### src/rtl/fetch_stage.sv
// Instruction-fetch stage: owns the PC, drives the combinational instruction
// memory address and registers the returned word into the IF/ID register.
module fetch_stage #(
   parameter logic [31:0] RESET_PC   = 32'h0000_0000,
   parameter logic [31:0] NOP_INSTR  = 32'h0000_0013,
   parameter int          IMEM_WORDS = 1024
) (
   input  logic        clk,
   input  logic        rst,
   input  logic        stall_f,
   input  logic        pcsrc_e,
   input  logic [31:0] pc_target_e,
   output logic [31:0] imem_addr,
   input  logic [31:0] imem_rdata,
   output logic [31:0] instr_d,
   output logic [31:0] pc_d,
   output logic [31:0] pc_plus4_d,
   output logic        valid_d,
   output logic        misalign_err,
   output logic        oor_err,
   output logic [31:0] fetch_count
);

   // One extra bit so a memory of 2^30 words still yields a meaningful limit.
   localparam logic [32:0] OOR_LIMIT = 33'(IMEM_WORDS) << 2;

   logic [31:0] r_pc;
   logic [31:0] r_instr;
   logic [31:0] r_pcD;
   logic [31:0] r_pcPlus4D;
   logic        r_valid;
   logic        r_misalign;
   logic [31:0] r_fetchCount;

   logic [31:0] w_pcPlus4;
   logic [31:0] w_targetAligned;
   logic        w_outOfRange;

   assign w_pcPlus4       = r_pc + 32'd4;
   assign w_targetAligned = {pc_target_e[31:2], 2'b00};
   assign w_outOfRange    = ({1'b0, r_pc} >= OOR_LIMIT);

   // Redirect outranks stall so a taken branch is never lost behind a hazard.
   always_ff @(posedge clk or negedge rst) begin
      if (!rst) begin
         r_pc         <= RESET_PC;
         r_instr      <= NOP_INSTR;
         r_pcD        <= 32'd0;
         r_pcPlus4D   <= 32'd0;
         r_valid      <= 1'b0;
         r_misalign   <= 1'b0;
         r_fetchCount <= 32'd0;
      end else if (pcsrc_e) begin
         r_pc         <= w_targetAligned;
         r_instr      <= NOP_INSTR;
         r_pcD        <= 32'd0;
         r_pcPlus4D   <= 32'd0;
         r_valid      <= 1'b0;
         r_misalign   <= (pc_target_e[1:0] != 2'b00);
      end else if (stall_f) begin
         r_misalign   <= 1'b0;
      end else begin
         r_pc         <= w_pcPlus4;
         r_instr      <= imem_rdata;
         r_pcD        <= r_pc;
         r_pcPlus4D   <= w_pcPlus4;
         r_valid      <= 1'b1;
         r_misalign   <= 1'b0;
         r_fetchCount <= r_fetchCount + 32'd1;
      end
   end

   assign imem_addr    = r_pc;
   assign oor_err      = w_outOfRange;
   assign instr_d      = r_instr;
   assign pc_d         = r_pcD;
   assign pc_plus4_d   = r_pcPlus4D;
   assign valid_d      = r_valid;
   assign misalign_err = r_misalign;
   assign fetch_count  = r_fetchCount;

endmodule

### config.mk
export PLATFORM = sky130hd
export DESIGN_NAME = fetch_stage
export DESIGN_NICKNAME = d
export VERILOG_FILES = /design/src/rtl/fetch_stage.sv
export SDC_FILE = /design/constraint.sdc
export NUM_CORES = 1
export LEC_CHECK = 0
export ABC_AREA = 1
export CAP_MARGIN = 20
export CORE_MARGIN = 2
export CORE_UTILIZATION = 45
export CTS_BUF_LIST = sky130_fd_sc_hd__clkbuf_8
export DETAILED_ROUTE_END_ITERATION = 7
export DONT_BUFFER_PORTS = 1
export HOLD_SLACK_MARGIN = 0.05
export SYNTH_ARGS = -nofsm -noshare
export SYNTH_HDL_FRONTEND = slang
export SYNTH_SLANG_ARGS = --single-unit
### constraint.sdc
create_clock -name clk -period 2.56 [get_ports clk]
set_input_delay 0.384 -clock clk [delete_from_list [all_inputs] [get_ports clk]]
set_output_delay 0.384 -clock clk [all_outputs]
set_load 0.05 [all_outputs]
# [Word level (Yosys, flattened, before mapping)]
# Cells that the tools add are included.
# Widths: inputs -> output; s select.
[totals] ff_bits=162 inputBits=68 out_inout_bits=163 wordCells=25
[op_classes] n_addsub=2 magnitude_cmp=1 eq_ne=1 n_mux=10 n_bitwise=2 reduce_logical=2
[op_table] op="$mux 32" n=7
[op_table] op="$add 32x1->32 const B" n=1
[op_table] op="$add 32x3->32 const B" n=1
[op_table] op="$ge 32x13->1 const B" n=1
[op_table] op="$mux 1" n=3
[op_table] op="$ne 2x1->1 const B" n=1
[op_table] op="$not 1->1" n=2
[op_table] op="$reduce_and 2->1" n=1
[op_table] op="$reduce_bool 2->1" n=1

# [Depth between registers and ports, before layout]
[logic_depth] depth_word=3 mapped_depth=10 ltp_nobuf=9

# [Worst setup path after synthesis]
# No wires, ideal clock.
[synth_path] kind="register to output" startpoint="reg r_pc[15], in the netlist imem_addr[15]" endpoint="out oor_err" t_arrival_ns=1.432 required_time_ns=2.176 setup_slack_ns=0.744 stages_incl_launch_ff=3 n_path_buf=0 cell_sequence="dfrtp_1 > nor4_1 > nand4_1"
[synth_between] elab_chain_cells=1
[synth_lines] item="start, declared" line_no="27" text="logic [31:0] r_pc;"
[synth_lines] item="start signal, assigned" line_no="54" text="r_pc <= w_targetAligned;"
[synth_lines] item="start signal, assigned" line_no="63" text="r_pc <= w_pcPlus4;"
[synth_lines] item="$ge 32x13->1" line_no="41" text="assign w_outOfRange = ({1'b0, r_pc} >= OOR_LIMIT);"
[synth_lines] item="end, declared" line_no="20" text="output logic oor_err,"
# Every way passes these cells.

# [Worst setup path in the final report]
[layout_path] startpoint="reg r_pc[24], in the netlist imem_addr[24]" endpoint="out oor_err"
# The elaborated chain is that of the path after synthesis.

==> impl_metrics.csv <==
group,metric,value,unit
clocking,cts.reportedPaths.clkPinSlew,0.08,ns
clocking,cts_made_buffers,17,
clocking,tritoncts_num_sinks,157,
yosys,ys_types,36,
detailed_routing,detail_route.first_pass.iterations,5,
detailed_routing,post_drt_wl_per_cell,18.3,um
clocking,cts.repair.resized,0,
cells_and_area,nFillCells,1493,
power,peakVddDrop,0.354,mV
die,dieWidth,130,um
clocking,postCtsHoldBufs,28,
cells_and_area,drive_gt1_frac,0.100,
critical_path,cp-startpoint,"imem_addr[24]",
critical_path,r2r_cells,7,
global_route,grt_first_pass_wirelength,31300,um
yosys,ys.warnings.count,0,
timing,fmaxAchievable,0.425,GHz
timing,finalHoldWorstSlack,-0.401,ns
placement,buffer_ports.inserted,0,
critical_path,worstPathMaxFanout,5,
run_status,outcome,"finished, violations left",
timing,rsz0062_at_grt,"no",
critical_path,arrival,1.97,ns
timing,worst_slew_pin_slew,1.04,ns
cells_and_area,antenna_cells_inserted,0,
detailed_routing,routed_wirelength,20600,um
critical_path,crit_path_cell_trace,"inv_1 > nand4_1 > nor2_1 > nand4_1 > buf_4",
clocking,cts_tree,"built",
die,top_level_ports,231,
critical_path,timing.reg2reg.setup_slack,0.52,ns
timing,timing.final.setup_violations,0,
cells_and_area,multi_input_area,2820,um2
power,pwr_density_cell,717,nW/um2
global_route,first_global_vias,5851,
critical_path,rr_endpoint,"imem_addr[22]",
critical_path,setup.worst_path.end_class,"output pin",
yosys,synth.top_cells.by_count,"sky130_fd_sc_hd__nand2_1, sky130_fd_sc_hd__dfrtp_1, sky130_fd_sc_hd__inv_1",
yosys,yosysMostFrequentCell,"sky130_fd_sc_hd__nand2_1",
yosys,synth_seq_area_share,0.546,
timing,timing.max_slew.rel_slack,0.308,
min_path,worst_hold_path_type,"primary input to asynchronous set/reset pin",
critical_path,crit_path_max_incr_delay,0.75,ns
critical_path,most_frequent_cell_on_the_critical_path,"sky130_fd_sc_hd__nand4_1",
global_route,antenna_violations_before_repair,0,
global_route,grt_start_max_net_pins,158,
clocking,clock_tree.buffer_depth,2,
detailed_routing,route.detailed.drc,0,
yosys,synth-seq-cells,157,
cells_and_area,design.final.nets,969,
yosys,synth_enable_flop_cells,0,
yosys,yosysTopAreaCell,"sky130_fd_sc_hd__dfrtp_1",
timing,min_period_over_period,0.920,
yosys,mappedNetlistArea,7200,um2
global_route,gr-total-overflow,0,
critical_path,critical_path_class,"flip-flop to output pin",
placement,routabilityCongestion,0.922,
detailed_routing,drtAntennaViolNets,0,
placement,detailedPlacementHpwl,14100,um
die,dieHeight,130,um
run_status,failed_checks,"negative hold slack",
timing,final-hold-violation-count,157,
critical_path,required,2.18,ns
yosys,ys_dominant_reg_cell,"sky130_fd_sc_hd__dfrtp_1",
run,max_cap_violations,0,
cells_and_area,synthToLayoutAreaGrowth,15.0,%
clocking,cts.root.buffer_cell,"sky130_fd_sc_hd__clkbuf_8",
detailed_routing,routed_via_density,5.25,
die,num_rows,46,
die,floorplan.initialDensity,0.456,
detailed_routing,dr_total_vias,5905,
power,power.static_leakage,0.00405,uW
yosys,largest_cells_by_area_after_synthesis,"sky130_fd_sc_hd__dfrtp_1, sky130_fd_sc_hd__nand2_1, sky130_fd_sc_hd__nand3_1",
timing,final_min_period,2.36,ns
yosys,syn-instance-count,841,
global_route,grt_use_total,0.241,
die,coreArea,15800,um2
yosys,synth_area_per_inst,8.56,um2
timing,clock_skew,0.0167,ns
yosys,async_reset_ff_frac,1.00,
critical_path,timing.critical_path.slowest_stage_cell,"sky130_fd_sc_hd__dfrtp_1",
timing,totalNegativeSetupSlack,0,ns
die,design.die.area,17000,um2
yosys,netlist.area_leader.share,0.535,
critical_path,critical_path.reg2reg.startpoint,"imem_addr[5]",
clocking,clk-insertion-delay-late,0.47,ns
timing,final-max-slew-violation-count,0,
clocking,cts-htree-levels,4,
cells_and_area,regArea,3930,um2
detailed_routing,dr.first_iter.drc_count,386,
critical_path,timing.critical_path.from_type,"flip-flop",
clocking,post_cts.repair.setup_buffers,0,
## report_power, final
group / internal, uW / switching, uW / total, uW
Combinational: 261 / 581 / 842
Sequential: 2660 / 655 / 3310
Clock: 886 / 893 / 1780
## worst max-delay path by stage
stage / to / slack [ns] / cells after the start
after floorplan: oor_err / 0.74 / 2
after global placement: pc_plus4_d[22] / 0.61 / 7
after detailed placement: imem_addr[22] / 0.55 / 7
after CTS: oor_err / 0.18 / 5
after global routing: oor_err / 0.13 / 5
final: oor_err / 0.20 / 5
## cells by family (layout without fill, tap and decap cells)
logic type	after synthesis	count (layout)	share of synthesized area
other	1	2	0.000521
AND/OR/NAND/NOR	449	449	0.266
flip-flops	157	157	0.546
buffers and inverters	110	176	0.0645
AO/OA/AOI/OAI	95	95	0.0848
adder cells (fa/ha/maj)	3	3	0.00522
XOR/XNOR	26	26	0.0327
## through the flow
| stage | power (uW) | cell area (um2) | std cells | utilization | setup slack, ns |
|---|---|---|---|---|---|
| 2_1_floorplan | 3890 | 7200 | 842 | - | 0.744 |
| 3_3_place_gp | 4140 | 7580 | 1062 | 0.481 | 0.607 |
| 3_5_place_dp | 4150 | 7580 | 1062 | 0.481 | 0.554 |
| 4_1_cts | 5970 | 8230 | 1119 | 0.522 | 0.185 |
| 5_1_grt | 6170 | 8280 | 1124 | 0.525 | 0.130 |
| 6_report | 5930 | 8280 | 1124 | 0.525 | 0.205 |
## state kept, by name (all words and copies together), names as in the netlist
| register | flops |
|---|---|
| imem_addr | 30 |
| instr_d | 32 |
| valid_d | 1 |
| misalign_err | 1 |
| pc_plus4_d | 30 |
| fetch_count | 32 |
| pc_d | 31 |
## worst max-delay path: cells and delay by family, from the launching register on
kind	cells	cell delay, ns
simple gates	3	0.32
buf+inv	2	0.43
flops	1	0.75
## layout make-up
cell class              count  share of cell area
flip-flops and latches    157               0.475
clock inverters            10              0.0124
well taps                 216              0.0326
repair buffers             69              0.0725
clock buffers              19              0.0316
multi-input cells         575               0.340
inverters                  78              0.0354
## metal layers
metal / wire length, um / track usage / share of wire
met1: 8370 / 0.292 / 0.41
met2: 9880 / 0.401 / 0.48
met3: 1840 / 0.0843 / 0.089
met4: 491 / 0.0895 / 0.024
met5: 0 / 0 / 0
## layout by cell type (no fill, tap or decap), types with 5 or more instances in the layout
master                          netlist  layout
sky130_fd_sc_hd__nand2_1            281     281
sky130_fd_sc_hd__dfrtp_1            154     153
sky130_fd_sc_hd__inv_1               74      77
sky130_fd_sc_hd__nand3_1             64      64
sky130_fd_sc_hd__nor2_1              62      61
sky130_fd_sc_hd__o21ai_0             54      54
sky130_fd_sc_hd__buf_4                5      36
sky130_fd_sc_hd__dlygate4sd3_1        0      33
sky130_fd_sc_hd__a22o_1              29      29
sky130_fd_sc_hd__clkbuf_8             0      19
sky130_fd_sc_hd__xor2_1              14      14
sky130_fd_sc_hd__nand4_1             11      11
sky130_fd_sc_hd__xnor2_1             11      11
sky130_fd_sc_hd__nor2_2               8       7
sky130_fd_sc_hd__o211ai_1             6       6
sky130_fd_sc_hd__nor3_1               6       6
sky130_fd_sc_hd__nor2_4               3       5
Power figures use the tool's default switching activity.
==> patch 1: new RTL, same settings <==
Make the reset (`rst`) synchronous in one clocked block.
--- a/src/rtl/fetch_stage.sv
+++ b/src/rtl/fetch_stage.sv
@@ -42,5 +42,5 @@
 
    // Redirect outranks stall so a taken branch is never lost behind a hazard.
-   always_ff @(posedge clk or negedge rst) begin
+   always_ff @(posedge clk) begin
       if (!rst) begin
          r_pc         <= RESET_PC;
Function: differs if rst is asserted again (counterexample within 4 cycles, from zero or initial values and one cycle with rst low); with rst held inactive, the same outputs for 4 cycles.
==> patch 1 against the unedited design <==
Cell area up 3.8%. Sequential cell count down 1. Routed wire length up 7.5%. Worst hold slack better by 0.48 ns. Worst setup slack worse by 0.041 ns. Area after synthesis up 1.8%. Sequential share of layout area down 11 points. Total power down 8.7%. Critical path type unchanged. Largest power group unchanged.
==> patch 1: results (changes against the unedited design) <==
- Vias/cell: 5.03 (-4.2%)
- Cell count of the worst reg-to-reg path: 9 (+2)
- CTS Buffer Depth: 2 (unchanged)
- Seq/Total Area, Yosys: 42.6% (-12 points)
- Largest net degree at the start of global routing: 93 (-41%)
- Outcome: completed
- Rel. slew slack: 39.7% (+8.9 points)
- # port buffers: 0 (unchanged)
- CP max stage delay: 0.51 ns (-0.24 ns)
- ANT cells: 0 (unchanged)
- H-tree Lvls: 4 (unchanged)
- Wire per inst: 16.3 um (-11%)
- Yosys cell types: 37 (+2.8%)
- Maximum vdd drop: 0.371 mV (+4.8%)
- Hold path depth: 2
- Final hold violations: 0 (-100%)
- Most frequent cells after synthesis: nand2_1 (287), dfxtp_1 (156), nor2_1 (143), inv_1 (107), a21oi_1 (88)
- GRT Total Usage: 25.4% (+1.2 points)
- Number of clock buffers inserted by TritonCTS: 17 (unchanged)
- Syn Area/Cell: 6.89 um2 (-20%)
- YS warnings: 0 (unchanged)
- Vias in the first global route: 6293 (+7.6%)
- Nets@finish: 1197 (+24%)
- First-pass GRT wire length: 34900 um (+12%)
- Post-cts gate resize count: 0 (unchanged)
- Final RePlAce weighted congestion: 0.892 (-3.2%)
- Switching pwr: 1.57 mW (-26%)
- Initial antenna violation count: 0 (unchanged)
- DRT Pass-1 Iters: 7 (+2)
- Root Buffer: clkbuf_8
- Worst-path fanout max: 5 (unchanged)
- Postcts setup bufs: 0 (unchanged)
- Layout filler cell count: 1569 (+5.1%)
- Slowest CP cell: dfxtp_1
- DRT iter0 DRCs: 437 (+13%)
- Worst EP arrival: 2.01 ns (+0.04 ns)
- Post-synth ARST share: 0% (-100 points)
- Leak Pwr: 3.63 nW (-11%)
- Worst-skew pair later-pin latency: 0.45 ns (-0.02 ns)
- Hold Path Class: input port to flip-flop
- Clock Skew: 0.0133 ns (-0.00338 ns)
- Fin cells: 1355 (+21%)
- Area contributors post-synth: dfxtp_1 (43%), nand2_1 (15%), nor2_1 (7.3%), a21oi_1 (6.0%), inv_1 (5.5%)
- Delay-heaviest family, CP: simple AND/OR/NAND/NOR gates
- Post-synth top flop: dfxtp_1
- DP HPWL: 15200 um (+8.1%)
- Share of cells above drive strength 1: 11.9% (+1.9 points)
- DP Cell Count: 1290 (+21%)
- Clock Pin Slew Worst Setup and Hold Paths: 0.08 ns (about the same)
-- patch 1: cell types whose count changed after synthesis, moves of 7 or more --
cell,unedited run,this run
xnor2_1,11,4
o21ai_1,1,20
nor2_1,62,143
a22o_1,29,6
nor2_4,3,14
nand3_1,64,45
a31oi_1,0,8
dfrtp_1,154,0
inv_1,74,107
clkbuf_1,8,30
dfxtp_1,0,156
a21oi_1,2,88
-- patch 1: layout make-up --
type / instances / share of cell area (%)
clock buffer: 18 / 2.88
clock inverter: 14 / 2.34
inverter: 114 / 4.99
multi-input combinational: 748 / 41.3
sequential: 156 / 36.3
tap: 216 / 3.14
timing repair buffer: 89 / 9.02
-- patch 1: metal layers --
metal  part of all wire (%)  routed length [um]  up-vias  global-route usage (%)
met5                      0                   0        -                       0
li1                       -                   -     3471                       -
met1                     46               10200     3071                    33.9
met3                    8.6                1890       22                    8.14
met2                     44                9660      257                    38.9
met4                    1.7                 384        0                    8.15
-- patch 1: power groups by stage --
stage                     combinational (mW)  clock (mW)  sequential [mW]
after floorplan                        0.304           0             2.90
after global placement                 0.491           0             2.82
after detailed placement               0.493           0             2.82
after CTS                              0.546        2.16             2.76
after global routing                   0.604        2.25             2.77
final                                  0.548        2.11             2.76
-- patch 1: path summary, 6_finish.rpt --
kind	startpoint	end	slack, ns
setup / recovery	imem_addr[22]	oor_err	0.16
hold / removal	imem_rdata[0]	instr_d[0]	0.08
setup reg to reg	imem_addr[16]	pc_plus4_d[30]	0.69
hold reg to reg	fetch_count[17]	fetch_count[17]	0.53
-- patch 1: logic make-up (layout without fill, tap and decap cells) --
family / after synthesis / after routing / share of synthesized area, %
simple gates: 541 / 541 / 32.3
compound gates: 179 / 179 / 13.0
buf+inv: 165 / 235 / 9.20
flops: 156 / 156 / 42.6
xor+xnor: 19 / 19 / 2.37
fa+ha+maj: 3 / 3 / 0.512
other cells: 1 / 6 / 0.0512
-- patch 1: timing repair --
| item | 4_1_cts | 5_1_grt |
|---|---|---|
| endpoints found under the hold margin | 63 | 0 |
| endpoints found under the setup margin | 0 | 0 |
| hold buffers | 33 | 0 |
-- patch 1: worst reg2reg max path, stage by stage, from the launching register on --
cell,delay (ns)
dfxtp_1,0.73
nand2_1,0.15
nor2_1,0.20
nand2_1,0.12
nor2_1,0.20
nand2_1,0.07
nand2_1,0.06
nand2_1,0.07
o21ai_1,0.12
inv_1,0.05
-- patch 1: through the flow --
step           instance area, um2  util, %  hold slack, ns  setup slack (ns)
3_5_place_dp                 7820     49.2           0.514             0.653
5_1_grt                      8600     54.1          0.0534            0.0729
2_1_floorplan                7350        -           0.512             0.688
6_report                     8600     54.1          0.0811             0.164
4_1_cts                      8600     54.1          0.0504             0.137
3_3_place_gp                 7820     49.2           0.509             0.670
==> patch 2: new RTL, config.mk and constraints unchanged <==
Made on the original files. Change the parameter `NOP_INSTR` from 32'h0000_0013 to 32'h00000010.
--- a/src/rtl/fetch_stage.sv
+++ b/src/rtl/fetch_stage.sv
@@ -3,5 +3,5 @@
 module fetch_stage #(
    parameter logic [31:0] RESET_PC   = 32'h0000_0000,
-   parameter logic [31:0] NOP_INSTR  = 32'h0000_0013,
+   parameter logic [31:0] NOP_INSTR  = 32'h00000010,
    parameter int          IMEM_WORDS = 1024
 ) (
Behaviour: not the same (a bounded check fails within 4 cycles, from zero or initial values and one cycle with rst low).
==> patch 2 against the unedited design <==
The flow still finishes with violations (hold timing). Area after synthesis rose by 0.19%. Total power grew 1.5%. Clock skew is 0.0069 ns lower. Synthesized cell count shrank 0.12%. Non-clock buffer count decreased by 29. Cell area decreased by 2.6%. Global-route usage is 1.3 points lower. Combinational power decreased by 7.0%. Sequential cell count stayed put. Worst setup slack got worse by 0.0067 ns. Routed wire length is 5.6% lower. Clock power increased by 7%. Critical path type unchanged. Highest routed layer unchanged.
==> patch 2: results (changes against the unedited design) <==
- Share of cells above drive strength 1: 10.8% (+0.75 points)
- Rel. slew slack: 36.0% (+5.2 points)
- Vias/cell: 5.29 (+0.77%)
- Final hold violations: 157 (unchanged)
- Grt met2 use: 36.4% (-3.7 points)
- Leak Pwr: 3.98 nW (-1.9%)
- Worst-path fanout max: 7 (+2)
- Top Metal Used: met4
- Clock Skew: 0.00983 ns (-0.00685 ns)
- Wire per inst: 17.7 um (-3.4%)
- Vias in the first global route: 5620 (-3.9%)
- First-pass GRT wire length: 30000 um (-4.0%)
- Post-Place Cell Area: 0.00759 mm2 (about the same)
- Min Hold Slack: -0.383 ns (+0.0179 ns)
- Nets@finish: 940 (-3.0%)
- M1 WL: 8170 um (-2.4%)
- Critical R2R Launch: imem_addr[4]
- Most frequent cells after synthesis: nand2_1 (279), dfrtp_1 (156), inv_1 (75), nand3_1 (64), nor2_1 (59)
- Post-CTS Hold Buffers: 6 (-79%)
- Delay-heaviest family, CP: simple AND/OR/NAND/NOR gates
- DRT iter0 DRCs: 357 (-7.5%)
- Switching pwr: 2.15 mW (+0.78%)
- DR WL met2: 9240 um (-6.5%)
- Outcome: complete, but fails checks
- Root Buffer: clkbuf_8
- Final RePlAce weighted congestion: 0.906 (-1.7%)
- R2r setup slk: 0.57 ns (+0.05 ns)
- Failing checks: hold timing
- GRT Total Usage: 22.9% (-1.3 points)
- Met3 Track Usage GR: 6.96% (-1.5 points)
- Area contributors post-synth: dfrtp_1 (54%), nand2_1 (15%), nand3_1 (4.4%), inv_1 (3.9%), a22o_1 (3.8%)
- Met1 usage: 29.9% (+0.65 points)
- Reg2reg end: pc_plus4_d[22]
- Seq/Total Area, Yosys: 54.5% (-0.14 points)
- DP HPWL: 13900 um (-1.4%)
- CP max stage delay: 0.63 ns (-0.12 ns)
- Yosys cell types: 37 (+2.8%)
- Met3 wire len: 1780 um (-3.3%)
patch 2: cell type report:
cell class / count / area [um2]
clock buffers: 22 / 303
clock inverters: 10 / 111
fillers: 1576 / 7700
inverters: 78 / 294
multi-input cells: 575 / 2840
flip-flops and latches: 157 / 3930
well taps: 216 / 270
repair buffers: 40 / 315
patch 2: worst max-delay path by stage:
stage	startpoint	endpoint	slack, ns	depth (start not counted)
4_1_cts	imem_addr[12]	oor_err	0.20	3
3_3_place_gp	imem_addr[4]	imem_addr[22]	0.67	7
3_5_place_dp	imem_addr[4]	pc_plus4_d[24]	0.60	7
6_report	imem_addr[12]	oor_err	0.20	3
2_1_floorplan	imem_addr[15]	oor_err	0.74	2
5_1_grt	imem_addr[25]	oor_err	0.12	5
patch 2: power by group through the flow:
| stage | clock (mW) | sequential [mW] | combinational, mW |
|---|---|---|---|
| floorplan | 0 | 3.52 | 0.357 |
| CTS | 1.95 | 3.33 | 0.785 |
| detailed placement | 0 | 3.38 | 0.773 |
| finish | 1.91 | 3.33 | 0.783 |
| global route | 2.06 | 3.35 | 0.856 |
| global placement | 0 | 3.37 | 0.761 |
patch 2: cell families after synthesis:
logic type               count (synthesis)  synth area share (%)
AO/OA/AOI/OAI                           95                  8.47
XOR/XNOR                                26                  3.16
adder cells (fa/ha/maj)                  3                 0.521
buffers and inverters                  109                  6.25
flip-flops                             157                  54.5
other                                    1                0.0520
AND/OR/NAND/NOR                        449                  27.1
patch 2: per-stage QoR:
stage	setup WS (ns)	hold WS, ns	std cells	power (mW)
2_1_floorplan	0.744	0.0884	841	3.88
3_3_place_gp	0.667	0.0934	1060	4.13
3_5_place_dp	0.595	0.0927	1060	4.15
4_1_cts	0.198	-0.404	1098	6.07
5_1_grt	0.122	-0.404	1098	6.27
6_report	0.198	-0.383	1098	6.02
